**src/rtl/mem_pkg.sv**
```systemverilog
// Shared encodings and helpers for the BRAM port-A byte sequencer.
package mem_pkg;

  localparam int unsigned MEM_BYTES_DEF = 425984;

  localparam logic [1:0] SIZE_B = 2'b00;
  localparam logic [1:0] SIZE_H = 2'b01;
  localparam logic [1:0] SIZE_W = 2'b10;

  typedef enum logic [2:0] {
    ST_IDLE    = 3'd0,
    ST_RD      = 3'd1,
    ST_RD_LAST = 3'd2,
    ST_WR      = 3'd3,
    ST_DONE    = 3'd4,
    ST_ERR     = 3'd5
  } state_t;

  // Byte count of an access; the illegal encoding maps to 4 but is rejected anyway.
  function automatic logic [2:0] byte_count(input logic [1:0] size);
    case (size)
      SIZE_B:  return 3'd1;
      SIZE_H:  return 3'd2;
      default: return 3'd4;
    endcase
  endfunction

endpackage

```
**src/rtl/load_ext.sv**
```systemverilog
// Zero/sign extension of the assembled little-endian load bytes.
module load_ext
  import mem_pkg::*;
(
  input  logic [31:0] raw,
  input  logic [1:0]  size,
  input  logic        is_unsigned,
  output logic [31:0] result
);

  always_comb begin
    case (size)
      SIZE_B:  result = {{24{~is_unsigned & raw[7]}}, raw[7:0]};
      SIZE_H:  result = {{16{~is_unsigned & raw[15]}}, raw[15:0]};
      default: result = raw;
    endcase
  end

endmodule

```
**src/rtl/mem_port_sched.sv**
```systemverilog
// Port-A arbiter/sequencer: shares the 8-bit BRAM port between instruction
// fetch and load/store, serialising each access into byte cycles.
module mem_port_sched
  import mem_pkg::*;
#(
  parameter int unsigned MEM_BYTES  = MEM_BYTES_DEF,
  parameter logic        DATA_FIRST = 1'b1
) (
  input  logic        clk,
  input  logic        rst,
  input  logic        if_req,
  input  logic [18:0] if_addr,
  output logic        if_ready,
  output logic        if_err,
  input  logic        d_req,
  input  logic        d_we,
  input  logic [1:0]  d_size,
  input  logic        d_unsigned,
  input  logic [18:0] d_addr,
  input  logic [31:0] d_wdata,
  output logic        d_ready,
  output logic        d_err,
  output logic [31:0] rdata,
  output logic [18:0] mem_addr,
  output logic        mem_we,
  output logic [7:0]  mem_wd,
  input  logic [7:0]  mem_rd
);

  state_t      state;
  logic        gnt_d;
  logic        st_uns;
  logic [1:0]  st_size;
  logic [18:0] base;
  logic [31:0] wdata_q;
  logic [31:0] raw_q;
  logic [1:0]  cnt;
  logic [1:0]  last;
  logic [18:0] addr_q;

  logic        pick_d;
  logic        pick_any;
  logic [1:0]  sel_size;
  logic [18:0] sel_addr;
  logic        sel_we;
  logic [2:0]  sel_n;
  logic [19:0] sel_end;
  logic        sel_bad;

  logic [31:0] raw_next;
  logic [31:0] ext_word;
  logic [31:0] wd_shift;

  // Arbitration and error screening of the request presented in IDLE.
  always_comb begin
    pick_d   = d_req && (DATA_FIRST || !if_req);
    pick_any = d_req || if_req;
    sel_size = pick_d ? d_size : SIZE_W;
    sel_addr = pick_d ? d_addr : if_addr;
    sel_we   = pick_d && d_we;
    sel_n    = byte_count(sel_size);
    sel_end  = {1'b0, sel_addr} + {17'b0, sel_n};
    sel_bad  = (sel_size == 2'b11)
            || ((sel_size == SIZE_H) && sel_addr[0])
            || ((sel_size == SIZE_W) && (sel_addr[1:0] != 2'b00))
            || (32'(sel_end) > MEM_BYTES);
  end

  always_comb begin
    wd_shift = wdata_q >> {cnt, 3'b000};
    mem_we   = 1'b0;
    mem_wd   = '0;
    mem_addr = addr_q;
    case (state)
      ST_RD:      mem_addr = base + {17'b0, cnt};
      ST_RD_LAST: mem_addr = base + {17'b0, last};
      ST_WR: begin
        mem_we   = 1'b1;
        mem_addr = base + {17'b0, cnt};
        mem_wd   = wd_shift[7:0];
      end
      default: ;
    endcase
  end

  // The final byte arrives in RD_LAST and is merged straight into the
  // extension path so rdata is already valid during the ready pulse.
  always_comb begin
    raw_next = raw_q;
    raw_next[{last, 3'b000} +: 8] = mem_rd;
  end

  load_ext u_ext (
    .raw         (raw_next),
    .size        (st_size),
    .is_unsigned (st_uns),
    .result      (ext_word)
  );

  assign if_ready = (state == ST_DONE) && !gnt_d;
  assign d_ready  = (state == ST_DONE) &&  gnt_d;
  assign if_err   = (state == ST_ERR)  && !gnt_d;
  assign d_err    = (state == ST_ERR)  &&  gnt_d;

  always_ff @(posedge clk) begin
    if (rst) begin
      state   <= ST_IDLE;
      gnt_d   <= 1'b0;
      st_uns  <= 1'b0;
      st_size <= SIZE_W;
      base    <= '0;
      wdata_q <= '0;
      raw_q   <= '0;
      cnt     <= '0;
      last    <= '0;
      addr_q  <= '0;
      rdata   <= '0;
    end else begin
      addr_q <= mem_addr;
      case (state)
        ST_IDLE: begin
          if (pick_any) begin
            gnt_d   <= pick_d;
            st_size <= sel_size;
            st_uns  <= pick_d ? d_unsigned : 1'b1;
            base    <= sel_addr;
            wdata_q <= d_wdata;
            last    <= 2'(sel_n - 3'd1);
            cnt     <= '0;
            if (sel_bad)     state <= ST_ERR;
            else if (sel_we) state <= ST_WR;
            else             state <= ST_RD;
          end
        end
        ST_RD: begin
          if (cnt != 2'd0) raw_q[{cnt - 2'd1, 3'b000} +: 8] <= mem_rd;
          if (cnt == last) state <= ST_RD_LAST;
          else             cnt   <= cnt + 2'd1;
        end
        ST_RD_LAST: begin
          raw_q <= raw_next;
          rdata <= ext_word;
          state <= ST_DONE;
        end
        ST_WR: begin
          if (cnt == last) state <= ST_DONE;
          else             cnt   <= cnt + 2'd1;
        end
        default: state <= ST_IDLE;
      endcase
    end
  end

endmodule

```
**config.mk**
```make
export PLATFORM = sky130hd
export DESIGN_NAME = mem_port_sched
export DESIGN_NICKNAME = d
export VERILOG_FILES = /design/src/rtl/mem_pkg.sv /design/src/rtl/load_ext.sv /design/src/rtl/mem_port_sched.sv
export SDC_FILE = /design/constraint.sdc
export NUM_CORES = 1
export LEC_CHECK = 0
export ABC_AREA = 1
export CORE_UTILIZATION = 45
export CTS_CLUSTER_DIAMETER = 80
export DETAILED_ROUTE_END_ITERATION = 16
export GPL_TIMING_DRIVEN = 0
export PLACE_DENSITY = 0.7
export SLEW_MARGIN = 0
export SYNTH_ARGS = -nofsm -noshare
export SYNTH_HDL_FRONTEND = slang
export SYNTH_SLANG_ARGS = --single-unit
```
**constraint.sdc**
```tcl
create_clock -name clk -period 3.55 [get_ports clk]
set_input_delay 0.5325 -clock clk [delete_from_list [all_inputs] [get_ports clk]]
set_output_delay 0.5325 -clock clk [all_outputs]
set_load 0.01 [all_outputs]
```
# --- Yosys cells after proc, flatten, opt, wreduce, memory -nomap -nowiden ---
# Index checks and enable logic that the tools add are counted.
# Widths: inputs -> output; s select.
op_classes:
  addsub: 8
  magnitude_cmp: 1
  n_eq_ne: 15
  shifts: 5
  n_mux: 21
  bitwise: 3
  reduce_logical: 24
ops:
  columns: ["cell", "n"]
  rows:
  - ["$pmux 32 s2", 2]
  - ["$bwmux 32", 2]
  - ["$shift 8x7->32 const A", 2]
  - ["$shiftx 8x7->32", 2]
  - ["$add 19x2->19", 2]
  - ["$pmux 19 s2", 1]
  - ["$mux 32", 1]
  - ["$shr 32x5->8", 1]
  - ["$add 19x3->20", 1]
  - ["$gt 20x19->1 const B", 1]
  - ["$mux 19", 1]
  - ["$neg 5->7", 2]
  - ["$mux 3", 4]
  - ["$pmux 3 s4", 1]
  - ["$ne 2x2->1 const B", 5]
  - ["$mux 2", 4]
  - ["$mux 8", 1]
  - ["$reduce_bool 2->1", 4]
  - ["$logic_and 1x1->1", 7]
  - ["$eq 3x2->1 const B", 2]
  - ["$eq 3x3->1 const B", 2]
  - ["$pmux 3 s2", 1]
  - ["$reduce_and 3->1", 2]
  - ["$eq 2x1->1 const B", 2]
  - ["other kinds (15)", 24]
word_totals:
  register_bits: 145
  input_bits: 86
  out_inout_bits: 64
  elab_cells: 88

# --- Logic depth before layout (Yosys ltp) ---
logic_depth:
  word_depth: 9
  mapped_depth: 26
  depth_no_buf: 24

# --- Cells and area by module ---
# From an unflattened synthesis, not the netlist that was laid out.
unflattened:
  hier_cells: 1259
  hier_area_um2: 8161.6
modules_own_cells:
  columns: ["module", "instances", "cells_per_inst", "area_per_inst_um2"]
  rows:
  - ["mem_port_sched", 1, 1188, 7757.4]
  - ["load_ext", 1, 71, 404.1]

# --- Worst setup path before layout ---
# OpenSTA, ideal clock, no wires.
synth_path:
  path_kind: "flip-flop to output port"
  from: "reg state[1]"
  to: "out mem_addr[18]"
  arrival_time_ns: 2.802
  required_time_ns: 3.017
  path_slack_ns: 0.215
  path_stages_with_launch: 19
  path_cell_list: "dfxtp_1 -> inv_1 -> nor2_1 -> inv_1 -> nor2_1 -> clkinv_1 -> nand2_1 -> o21ai_0 -> inv_1 -> ha_1 -> fa_1 -> nand4_1 -> nor3_1 -> nand4_1 -> nor2_1 -> nand4_1 -> xor2_1 -> nand2_1 -> nand2_1"
synth_between:
  elab_chain_len: 3
synth_lines:
  columns: ["item", "line_no", "rtl"]
  rows:
  - ["start: declaration", "mem_port_sched.sv:30", "state_t state;"]
  - ["start signal: assignment", "mem_port_sched.sv:107", "state <= ST_IDLE;"]
  - ["start signal: assignment", "mem_port_sched.sv:130", "if (sel_bad) state <= ST_ERR;"]
  - ["start signal: assignment", "mem_port_sched.sv:131", "else if (sel_we) state <= ST_WR;"]
  - ["$eq 3x2->1 or $eq 3x1->1 (tied branches)", "mem_port_sched.sv:74", "case (state)"]
  - ["$reduce_or 2->1 (no line)", null, null]
  - ["$pmux 19 s2 (*)", "mem_port_sched.sv:74", null]
  - ["end: declaration", "mem_port_sched.sv:24", "output logic [18:0] mem_addr,"]
# Every way passes the cells marked *; elsewhere a longest branch is shown, timed or not.

# --- Worst setup path after layout ---
layout_path:
  from: "reg state[2]"
  to: "out mem_addr[18]"
# Same word-level chain as after synthesis.

==> impl_metrics.env <==
export IMPL_status="finished with violations"
export IMPL_violations="negative setup slack"
export IMPL_syn2layout_area_growth_pct=33.61
export IMPL_viasPerCell=5.294
export IMPL_dp_hpwl_um=19130
export IMPL_worst_pin_slew_ps=761.5
export IMPL_avgSynthCellArea_um2=6.501
export IMPL_diodes=0
export IMPL_cts_max_level=4
export IMPL_cts_buffers_inserted=17
export IMPL_path_class="flop to primary output"
export IMPL_start_util_pct=46.22
export IMPL_place_ws_ps=-999.8
export IMPL_synth_edf_count=0
export IMPL_critPathCaptureType="primary output"
export IMPL_cts_tree="built"
export IMPL_critical_path_peak_fanout=6
export IMPL_fmax_mhz=275.9
export IMPL_ant_nets=0
export IMPL_post_route_period_util_pct=102.1
export IMPL_dieHeight_um=135.5
export IMPL_yosys_area_share_simple_pct=25.58
export IMPL_whs_endpoint="wdata_q[18]$_SDFFE_PP0P_"
export IMPL_leakage_nw=4.613
export IMPL_gp_congestion=0.9397
export IMPL_setup_tns_ps=-162.8
export IMPL_r2r_setup_slack_ps=810
export IMPL_vias=8799
export IMPL_ys_ff_latch=145
export IMPL_swShare_pct=41.76
export IMPL_rr_worst_depth=10
export IMPL_yosysSeqAreaShare_pct=36.18
export IMPL_final_common_cell="nand2_1"
export IMPL_grt_util_all_layers_pct=28.05
export IMPL_fin_nets=1526
export IMPL_drt_iter0_drc=842
export IMPL_clockBufferDepth=2
export IMPL_synth_xor_area_share_pct=1.092
export IMPL_yosys_warnings=0
export IMPL_rsz0062_at_grt="yes"
export IMPL_coreArea_mm2=0.01736
export IMPL_arrival_ps=3090
export IMPL_grt_start_max_net_pins=17
export IMPL_synth_distinct_cells=37
export IMPL_worstReg2RegEnd="rdata[24]$_SDFFE_PP0P_"
export IMPL_route_detailed_drc=0
export IMPL_min_path_cells=2
export IMPL_skew_ps=8.262
export IMPL_p_int_mw=4.453
export IMPL_p_per_area_mw_per_mm2=713.3
export IMPL_slew_headroom_pct=49.23
export IMPL_port_buffers=147
export IMPL_yosys_mux_area_fraction_pct=0
export IMPL_hold_path_startpoint="wdata_q[18]$_SDFFE_PP0P_"
export IMPL_final_setup_viol_count=6
export IMPL_first_global_vias=7955
export IMPL_layout_drive_gt1_share_pct=11.48
export IMPL_die_x_um=135.5
export IMPL_finalMaxSlewViolations=0
export IMPL_synth_top_family_by_area="simple AND/OR/NAND/NOR gates"
export IMPL_routed_wl_um=25750
export IMPL_antenna_found_initial=0
export IMPL_wl_per_cell_um=15.49
export IMPL_io_pins=150
export IMPL_dr_pass1_iters=6
export IMPL_overflow=0
export IMPL_p_sw_mw=3.193
export IMPL_drv_cap=0
export IMPL_hold_viol=0
export IMPL_power_share_clock_pct=24.7
export IMPL_dieArea_mm2=0.01837
export IMPL_period_minus_slack_ps=3625
export IMPL_cts_root_buffer="clkbuf_16"
export IMPL_hold_class="flop to flop"
export IMPL_p_comb_share_pct=44.2
export IMPL_synth_cells=1234
export IMPL_netlist_area_mm2=0.008023
export IMPL_critPathLaunchType="flop"
export IMPL_synth_async_reset_ratio_pct=0
export IMPL_clkSlewWorstSetupHoldPaths_ps=60
export IMPL_synthFlopType="dfxtp_1"
export IMPL_synth_compound_area_share_pct=21.69
export IMPL_setup_ws_ps=-74.99
export IMPL_cp_required_ps=3020
export IMPL_grt_pass1_wl_um=40030
export IMPL_whs_ps=450.8
export IMPL_core_rowCount=48
export IMPL_r2r_start="last[1]$_SDFFE_PP0P_"
export IMPL_clk_latency_ps=430
export IMPL_synthAdderAreaFrac_pct=2.682
export IMPL_ir_drop_mv=0.4605
export IMPL_cts_sinks=145
export IMPL_power_share_sequential_pct=31.1
export IMPL_final_cell_mix="252 x nand2_1, 188 x inv_1, 142 x dfxtp_1"
export IMPL_finalPower_mw=7.646
export IMPL_synth_net_count=1336
-- worst max-delay path by stage --
stage / from / endpoint / cells past startpoint
floorplan: state[1]$_SDFFE_PP0P_ / mem_addr[18] / 18
global placement: cnt[0]$_SDFFE_PP0P_ / mem_addr[18] / 18
detailed placement: cnt[0]$_SDFFE_PP0P_ / mem_addr[18] / 18
CTS: state[1]$_SDFFE_PP0P_ / mem_addr[15] / 20
global route: state[2]$_SDFFE_PP0P_ / mem_addr[18] / 19
finish: state[2]$_SDFFE_PP0P_ / mem_addr[18] / 19
-- synthesized netlist by cell type (12+ instances only) --
| cell | instances | area [um^2] |
|---|---|---|
| o22ai_1 | 27 | 168.9 |
| nor2_1 | 120 | 450.4 |
| o21ai_0 | 142 | 710.7 |
| nor2_2 | 12 | 75.07 |
| dfxtp_1 | 145 | 2903 |
| nand4_1 | 18 | 112.6 |
| clkbuf_1 | 46 | 172.7 |
| a21oi_1 | 106 | 530.5 |
| ha_1 | 14 | 175.2 |
| nand3_1 | 44 | 220.2 |
| nand2_1 | 260 | 975.9 |
| inv_1 | 195 | 732.0 |
| nand2_2 | 16 | 100.1 |
-- per-stage QoR --
step / cell area, um^2 / std cells / util, %
finish: 10720 / 1662 / 61.76
global route: 10720 / 1662 / 61.76
CTS: 10550 / 1651 / 60.81
detailed placement: 9776 / 1606 / 56.32
global placement: 9776 / 1606 / 56.32
floorplan: 8023 / 1234 / -
-- power groups by stage --
stage | clock [mW] | combinational [mW] | sequential, mW
6_report | 1.89 | 3.38 | 2.38
5_1_grt | 1.98 | 3.71 | 2.42
4_1_cts | 1.90 | 3.20 | 2.36
3_5_place_dp | 0 | 3.13 | 2.38
3_3_place_gp | 0 | 3.08 | 2.36
2_1_floorplan | 0 | 1.95 | 2.34
-- worst max-delay path, stage by stage (launching register included) --
cell	delay (ps)
dfxtp_4	380
nor2_4	130
inv_2	60
nor2_4	120
inv_4	70
nand2_8	80
o21ai_2	60
inv_2	70
ha_4	130
fa_2	210
nand4_1	160
nor3_2	180
nand4_1	190
nor2_2	160
buf_4	140
nand4_1	80
xor2_1	160
nand2_1	80
nand2_1	80
buf_2	120
-- metal layers --
metal	track usage (%)	wire length, um	part of all wire [%]	vias to the layer above
li1	-	-	-	4368
met1	38.82	11890	46	4014
met2	43.65	11670	45	366
met3	4.863	1619	6.3	51
met4	9.925	573	2.2	0
met5	0	0	0	-
-- kinds of logic (layout without fill, tap and decap cells) --
logic type | after synthesis | after routing
AND/OR/NAND/NOR | 485 | 485
AO/OA/AOI/OAI | 319 | 319
buffers and inverters | 259 | 462
flip-flops | 145 | 145
adder cells (fa/ha/maj) | 16 | 16
XOR/XNOR | 10 | 10
-- final cells by class --
type	count	area, um^2
plain buffers	58	275.3
clock buffers	18	439.2
clock inverters	14	176.4
fillers	1640	6638
inverters	199	758.2
multi-input cells	830	4254
flip-flops and latches	145	2909
well taps	225	281.5
repair buffers	172	1620
repair inverters	1	5.005
-- sequential cells by signal (all words and copies together), names as in the netlist --
name and flops:
base 19, raw_q 32, rdata 32, wdata_q 32, gnt_d 1, state 3
last 2, st_size 2, cnt 2, st_uns 1, addr_q 19
-- what timing repair did --
action	4_1_cts	5_1_grt
cloned	1	0
pin swaps	17	25
setup buffers	16	11
hold buffers	0	0
gates resized for setup	82	40
setup endpoints to repair	22	19
Power figures use the tool's default switching activity.
